`src/rtl/bf_exec_controller.sv`:
```
// Brainfuck instruction sequencer: fetches program bytes, issues data-pointer
// strobes and cell read-modify-writes, runs the I/O handshakes and bracket scans.
module bf_exec_controller #(
  parameter int PADR_W  = 10,
  parameter int DATA_W  = 8,
  parameter int DEPTH_W = 8
) (
  input  logic              clk,
  input  logic              rst_n,
  input  logic              start,
  output logic [PADR_W-1:0] p_adr,
  input  logic [7:0]        p_data,
  output logic              ptr_inc,
  output logic              ptr_dec,
  output logic              ptr_clr,
  input  logic [DATA_W-1:0] d_rd_data,
  output logic              d_wr_en,
  output logic [DATA_W-1:0] d_wr_data,
  output logic              out_valid,
  input  logic              out_ready,
  output logic [DATA_W-1:0] out_data,
  input  logic              in_valid,
  output logic              in_ready,
  input  logic [DATA_W-1:0] in_data,
  output logic              busy,
  output logic              halted,
  output logic              error
);

  typedef enum logic [3:0] {
    S_IDLE, S_FETCH, S_EXEC, S_OUT, S_IN,
    S_SF_FETCH, S_SF_CHK, S_SB_FETCH, S_SB_CHK,
    S_HALT, S_ERROR
  } state_t;

  localparam logic [7:0] CMD_RIGHT = 8'h3E;
  localparam logic [7:0] CMD_LEFT  = 8'h3C;
  localparam logic [7:0] CMD_PLUS  = 8'h2B;
  localparam logic [7:0] CMD_MINUS = 8'h2D;
  localparam logic [7:0] CMD_OUT   = 8'h2E;
  localparam logic [7:0] CMD_IN    = 8'h2C;
  localparam logic [7:0] CMD_LOOP  = 8'h5B;
  localparam logic [7:0] CMD_BACK  = 8'h5D;
  localparam logic [7:0] CMD_END   = 8'h00;

  localparam logic [DEPTH_W-1:0] DEPTH_ONE = DEPTH_W'(1);

  state_t              state_q, state_d;
  logic [PADR_W-1:0]   pc_q, pc_d;
  logic [DEPTH_W-1:0]  depth_q, depth_d;
  logic [DATA_W-1:0]   out_q, out_d;

  logic                clr_req;
  logic                pc_end;
  logic                pc_first;
  logic                depth_full;
  logic                cell_zero;
  logic [PADR_W-1:0]   pc_adv;
  state_t              adv_state;

  function automatic logic [DATA_W-1:0] cell_inc(input logic [DATA_W-1:0] v);
    return v + DATA_W'(1);
  endfunction

  function automatic logic [DATA_W-1:0] cell_dec(input logic [DATA_W-1:0] v);
    return v - DATA_W'(1);
  endfunction

  // Stepping past the last program address terminates instead of wrapping.
  assign pc_end     = &pc_q;
  assign pc_first   = (pc_q == '0);
  assign pc_adv     = pc_end ? pc_q : pc_q + PADR_W'(1);
  assign adv_state  = pc_end ? S_HALT : S_FETCH;
  assign depth_full = &depth_q;
  assign cell_zero  = (d_rd_data == '0);

  always_comb begin
    state_d   = state_q;
    pc_d      = pc_q;
    depth_d   = depth_q;
    out_d     = out_q;
    clr_req   = 1'b0;
    ptr_inc   = 1'b0;
    ptr_dec   = 1'b0;
    d_wr_en   = 1'b0;
    d_wr_data = '0;
    out_valid = 1'b0;
    in_ready  = 1'b0;

    case (state_q)
      S_IDLE, S_HALT, S_ERROR: begin
        if (start) begin
          clr_req = 1'b1;
          pc_d    = '0;
          depth_d = '0;
          state_d = S_FETCH;
        end
      end

      S_FETCH: state_d = S_EXEC;

      S_EXEC: begin
        pc_d    = pc_adv;
        state_d = adv_state;
        case (p_data)
          CMD_RIGHT: ptr_inc = 1'b1;
          CMD_LEFT:  ptr_dec = 1'b1;
          CMD_PLUS: begin
            d_wr_en   = 1'b1;
            d_wr_data = cell_inc(d_rd_data);
          end
          CMD_MINUS: begin
            d_wr_en   = 1'b1;
            d_wr_data = cell_dec(d_rd_data);
          end
          CMD_OUT: begin
            pc_d    = pc_q;
            out_d   = d_rd_data;
            state_d = S_OUT;
          end
          CMD_IN: begin
            pc_d    = pc_q;
            state_d = S_IN;
          end
          CMD_LOOP: begin
            if (cell_zero) begin
              depth_d = DEPTH_ONE;
              state_d = pc_end ? S_HALT : S_SF_FETCH;
            end
          end
          CMD_BACK: begin
            if (!cell_zero) begin
              depth_d = DEPTH_ONE;
              if (pc_first) begin
                pc_d    = pc_q;
                state_d = S_ERROR;
              end else begin
                pc_d    = pc_q - PADR_W'(1);
                state_d = S_SB_FETCH;
              end
            end
          end
          CMD_END: begin
            pc_d    = pc_q;
            state_d = S_HALT;
          end
          default: ;
        endcase
      end

      // out_data comes from out_q, so it stays put for the whole wait.
      S_OUT: begin
        out_valid = 1'b1;
        if (out_ready) begin
          pc_d    = pc_adv;
          state_d = adv_state;
        end
      end

      S_IN: begin
        in_ready = 1'b1;
        if (in_valid) begin
          d_wr_en   = 1'b1;
          d_wr_data = in_data;
          pc_d      = pc_adv;
          state_d   = adv_state;
        end
      end

      S_SF_FETCH: state_d = S_SF_CHK;

      S_SF_CHK: begin
        pc_d    = pc_adv;
        state_d = pc_end ? S_HALT : S_SF_FETCH;
        case (p_data)
          CMD_LOOP: begin
            if (depth_full) begin
              pc_d    = pc_q;
              state_d = S_ERROR;
            end else begin
              depth_d = depth_q + DEPTH_W'(1);
            end
          end
          CMD_BACK: begin
            depth_d = depth_q - DEPTH_W'(1);
            if (depth_q == DEPTH_ONE) state_d = adv_state;
          end
          CMD_END: begin
            pc_d    = pc_q;
            state_d = S_ERROR;
          end
          default: ;
        endcase
      end

      S_SB_FETCH: state_d = S_SB_CHK;

      // Walking backwards off address 0 means the ']' has no partner.
      S_SB_CHK: begin
        pc_d    = pc_first ? pc_q : pc_q - PADR_W'(1);
        state_d = pc_first ? S_ERROR : S_SB_FETCH;
        case (p_data)
          CMD_BACK: begin
            if (depth_full) begin
              pc_d    = pc_q;
              state_d = S_ERROR;
            end else begin
              depth_d = depth_q + DEPTH_W'(1);
            end
          end
          CMD_LOOP: begin
            depth_d = depth_q - DEPTH_W'(1);
            if (depth_q == DEPTH_ONE) begin
              pc_d    = pc_adv;
              state_d = adv_state;
            end
          end
          default: ;
        endcase
      end

      default: state_d = S_IDLE;
    endcase
  end

  always_ff @(posedge clk or negedge rst_n) begin
    if (!rst_n) begin
      state_q <= S_IDLE;
      pc_q    <= '0;
      depth_q <= '0;
      out_q   <= '0;
    end else begin
      state_q <= state_d;
      pc_q    <= pc_d;
      depth_q <= depth_d;
      out_q   <= out_d;
    end
  end

  // Gated so a start held during reset cannot leak a clear strobe.
  assign ptr_clr  = clr_req & rst_n;
  assign p_adr    = pc_q;
  assign out_data = out_q;
  assign halted   = (state_q == S_HALT);
  assign error    = (state_q == S_ERROR);
  assign busy     = !((state_q == S_IDLE) || (state_q == S_HALT) || (state_q == S_ERROR));

endmodule
```
`config.mk`:
```
export PLATFORM = sky130hd
export DESIGN_NAME = bf_exec_controller
export DESIGN_NICKNAME = d
export VERILOG_FILES = /design/src/rtl/bf_exec_controller.sv
export SDC_FILE = /design/constraint.sdc
export NUM_CORES = 1
export LEC_CHECK = 0
export ABC_CLOCK_PERIOD_IN_PS = 4300
export CORE_MARGIN = 3
export CORE_UTILIZATION = 53
export CTS_BUF_LIST = sky130_fd_sc_hd__clkbuf_16
export DETAILED_ROUTE_END_ITERATION = 7
export PLACE_DENSITY = 0.8
export RECOVER_POWER = 25
export SETUP_SLACK_MARGIN = 0.2
export SYNTH_ARGS = -nofsm -noshare
export SYNTH_HDL_FRONTEND = slang
export SYNTH_SLANG_ARGS = --single-unit
```
`constraint.sdc`:
```
create_clock -name clk -period 4.3 [get_ports clk]
set_clock_uncertainty 0.2 [all_clocks]
set_input_delay 0.86 -clock clk [delete_from_list [all_inputs] [get_ports clk]]
set_output_delay 0.86 -clock clk [all_outputs]
set_load 0.01 [all_outputs]
```
Yosys cells after proc, flatten, opt, wreduce, memory -nomap -nowiden
Cells that the tools add are included.
- bits in registers: 30
- input port bits: 29
- output and inout bits: 35
- word-level logic and storage cells: 111
- add/subtract/negate cells: 6
- equality and inequality tests: 31
- muxes and demuxes: 51
- bitwise operators: 1
- reduce and logical (&&, ||, !) cells: 18
- operators with widths (operator ; number):
    2-to-1 mux 10 bit ; 9
    case mux 8 bit (2 select lines) ; 5
    case mux 10 bit (2 select lines) ; 3
    case mux 10 bit (6 select lines) ; 1
    equality test 8 x 6 -> 1 bit (second input constant) ; 6
    2-to-1 mux 4 bit ; 12
    2-to-1 mux 8 bit ; 5
    case mux 4 bit (9 select lines) ; 1
    case mux 8 bit (4 select lines) ; 1
    case mux 4 bit (5 select lines) ; 1
    != test 3 bit (second input constant) ; 6
    adder 8 x 1 -> 8 bit (second input constant) ; 2
    equality test 4 x 3 -> 1 bit (second input constant) ; 4
    equality test 8 x 7 -> 1 bit (second input constant) ; 2
    zero test 8 bit ; 2
    AND reduction 8 bit ; 2
    subtractor 8 x 1 -> 8 bit (second input constant) ; 2
    equality test 4 bit (second input constant) ; 3
    case mux 4 bit (3 select lines) ; 1
    adder 10 x 1 -> 10 bit (second input constant) ; 1
    zero test 10 bit ; 1
    2-to-1 mux 1 bit ; 10
    != test 2 bit (second input constant) ; 5
    AND reduction 10 bit ; 1
    other kinds (18) ; 21

Logic depth before layout (Yosys ltp)
- word-level depth: 5
- mapped depth: 11
- gate-level depth less buffers: 9

Worst setup path after synthesis
No wires, ideal clock.
- path type: input port to output port
- start: input port p_data[1]
- end: output port d_wr_data[6]
- arrival time: 2.742 ns
- data required time: 3.240 ns
- slack: 0.498 ns
- stages on the path: 11
- path buffers: 2
- cells stage by stage: buf_4 -> and4b_1 -> buf_2 -> nand2_1 -> xnor2_1 -> ha_1 -> nor4_1 -> o21bai_1 -> a31oi_1 -> xor2_1 -> o21ai_0
- longest elaborated chain between the ends: 3
- elaborated cells on any way between the ends: 4
- those cells by class: 2 x eq/ne; 2 x mux
- ends and longest elaborated chain (what ; line ; source):
    start: declaration ; 12 ; input logic [7:0] p_data,
    equality test 8 x 6 -> 1 bit ; 105 ; case (p_data)
    case mux 8 bit (2 select lines) (*) ; 105 ;
    case mux 8 bit (2 select lines) (*) ; 90 ; case (state_q)
    end: declaration ; 18 ; output logic [DATA_W-1:0] d_wr_data,
Mark *: on every way between the ends. The rest lies on a longest branch, timed or not.

Worst setup path in the final report
- start: input port d_rd_data[0]
- end: output port d_wr_data[5]
- longest elaborated chain between the ends: 3
- elaborated cells on any way between the ends: 4
- those cells by class: 2 x add/sub; 2 x mux
- ends and longest elaborated chain (what ; line ; source):
    start: declaration ; 16 ; input logic [DATA_W-1:0] d_rd_data,
    subtractor 8 x 1 -> 8 bit or adder 8 x 1 -> 8 bit (tied branches) ; 66, 62 ;
    case mux 8 bit (2 select lines) (*) ; 105 ;
    case mux 8 bit (2 select lines) (*) ; 90 ;
Marked as above.

==> metrics <==
top-area cell type share of the netlist area=22.6%; Max FO, Critical Path=4; TritonCTS clock tree=built; power per cell area=535 nW/µm²; # setup viols final=0; chip width=85.1 µm; Die Height=between 80 and 90 µm; routed len/inst=17.6 µm; first-pass GRT wire length=17.1 mm; Rows=28; vias in the first global route=3528; Final Max Tran Viols=31; part of the cycle the worst path needs=between 90% and 100%; startpoint types=input pin; post-layout util=71.6%; worst hold path type=reg -> reg; worst-skew pair later-pin latency=0.28 ns; Yosys top cell by area=dfrtp_1; Final Wtd Congestion=roughly 0.95; failing checks=capacitance limit, slew limit; Place WS=-0.276 ns; count leader, synth=nand2_1; hold slack=0.307 ns; worst-margin pin slew=1.69 ns; synth top area cells=dfrtp_1 23%, nand2_1 4.9%, o21ai_0 4.8%; Cell Area, Synth=3320 µm²; CTS H-tree lvls=2; CP arrival=between 2 and 3 ns; WL final=10.1 mm; Critical Path Max Stage Delay=a little under 0.6 ns; area grow syn2layout=29.2%; clk sinks=30; Post-synth top cells=43 x nand2_1, 41 x nor2_1, 32 x o21ai_0; Crit-path slowest cell=or4_4; Mean Syn Cell Area=7.65 µm²; crit path cell chain=clkdlybuf4s50_1 -> or4_4 -> a21oi_1 -> buf_4 -> nor2_1 -> xnor2_1 -> o21ai_0 -> clkbuf_2; synthesized instance count=434; Leak=1.76 nW; Reg clk slew, reported paths=0.05 ns; die area=slightly above 7000 µm²; Post-synth EDFFs=0; worst endpoint required time=approximately 3.2 ns; gr ovfl total=0; peak supply drop=0.000506 V; antenna cells=0; ys flop type=dfrtp_1; Syn Nets=471; status=complete, but fails checks; Worst Path Class, Setup=in -> out; Distinct cells, synth=74; largest net degree at the start of global routing=31; register area share after synthesis=22.6%; #FFs+latches synth=30; routed via count=about 3800; Hold Vio Cnt, Final=0; Setup Fix Bufs, Post-CTS=0; PortBufs=63; Nets=537; clk root buf=clkbuf_16; layout cell share with drive strength beyond 1=14.4%; max-cap violations=1; Synth async-reset ratio=100%; initial antenna violation count=0; Tot GR Track Use=between 20 and 30%; Ys Warns=0; initial core utilization=55.4%; IO Count=64; Routed Antenna Nets=0; # hold bufs at CTS=0; hpwl dp=7.44 mm; Setup crit end kind=output pin; Worst Slack Setup Final=0.417 ns; Core ar.=around 6000 µm²; RSZ-0062 raised after global routing=no; Max clock buf depth=2; fmax=around 260 MHz; # DRC=0; DR vias/cell=between 6 and 7; DR pass1 iterations=5; Num CTS Buffers=5; Min Clock Period, post-route=roughly 3.9 ns; normalized max-slew margin=-12.8%; setup TNS=0 ns; DRT iter0 DRCs=458
worst max-delay path, delay by kind of cell:
family / cells / cell delay, ns
buffers and inverters: 3 / 0.76
AOI/OAI and AO/OA: 2 / 0.45
xor gates and xnor gates: 1 / 0.11
and+or+nand+nor: 2 / 0.63
sequential cells by signal (all words and copies together), names as in the netlist:
register and cells:
p_adr 10, depth_q 8, state_q 4, out_data 8
where the power goes:
part           leakage [nW]  total (mW)  switching, mW  internal, mW
Clock                0.0724       0.334          0.125         0.209
Sequential            0.404       0.508          0.154         0.354
Combinational          1.28        1.45          0.840         0.614
Total                  1.76        2.30           1.12          1.18
repair_timing:
item | in CTS | in global routing
pin swaps | 4 | 10
endpoints found under the setup margin | 7 | 6
cloned | 0 | 0
gates resized for setup | 11 | 26
per-layer routing:
layer	routed length, µm	share of wire, %	global-route usage (%)
met3	880	8.7	5.34
met2	4550	45	42.7
met4	170	1.7	8.35
met1	4550	45	41.5
met5	0	0	0
through the flow:
stage | area [µm²] | power (mW) | cells
floorplan | 3320 | 1.52 | 434
global placement | 4100 | 1.89 | 568
detailed placement | 4100 | 1.92 | 568
CTS | 4250 | 2.26 | 576
global route | 4290 | 2.48 | 576
finish | 4290 | 2.30 | 576
final cells by class:
cell class	count	area (µm²)
Tap cell	75	93.8
Clock buffer	5	125
Clock inverter	3	12.5
Timing Repair Buffer	91	836
Inverter	17	63.8
Multi-Input combinational cell	355	2410
Sequential cell	30	751
Fill cell	460	1700
final timing paths:
path                                   start            to  slack, ns  depth (start not counted)
worst max-delay path            d_rd_data[0]  d_wr_data[5]       0.42                          8
worst min-delay path             out_data[2]   out_data[2]       0.31                          1
worst max register to register    state_q[3]    depth_q[4]       1.00                          6
worst min register to register   out_data[2]   out_data[2]       0.31                          1
max in group asynchronous              rst_n   out_data[1]       1.52                          2
min in group asynchronous              rst_n    depth_q[2]       1.39                          2
logic make-up (layout without fill, tap and decap cells):
kind of cell / Yosys count / count (layout) / synth area share [%]
AND/OR/NAND/NOR: 174 / 174 / 28.6
multiplexers: 17 / 17 / 5.54
adder cells (fa/ha/maj): 8 / 8 / 3.02
buffers and inverters: 49 / 116 / 6.56
flip-flops: 30 / 30 / 22.6
XOR/XNOR: 13 / 13 / 3.43
AO/OA/AOI/OAI: 143 / 143 / 30.2
layout by cell type (no fill, tap or decap), types with 4 or more instances in the layout:
master           count
a211o_1              4
a21oi_1             29
a22o_1               4
a22oi_1              5
a31oi_1             10
and3_1               4
buf_4               27
clkbuf_16            5
clkdlybuf4s50_1     48
dfrtp_1             30
dlymetal6s2s_1       8
ha_1                 7
inv_1               18
mux2_2              11
mux2i_1              5
nand2_1             42
nand2b_1             5
nand3_1             14
nand4_1              5
nor2_1              41
nor3_1              15
nor4_1               6
o21ai_0             31
o221ai_1             4
o22ai_1              4
o31ai_1              4
o32ai_1              4
or3_1                6
or4_4                4
xnor2_1              6
xor2_1               6
No activity file was read; power rests on OpenSTA's default activity.
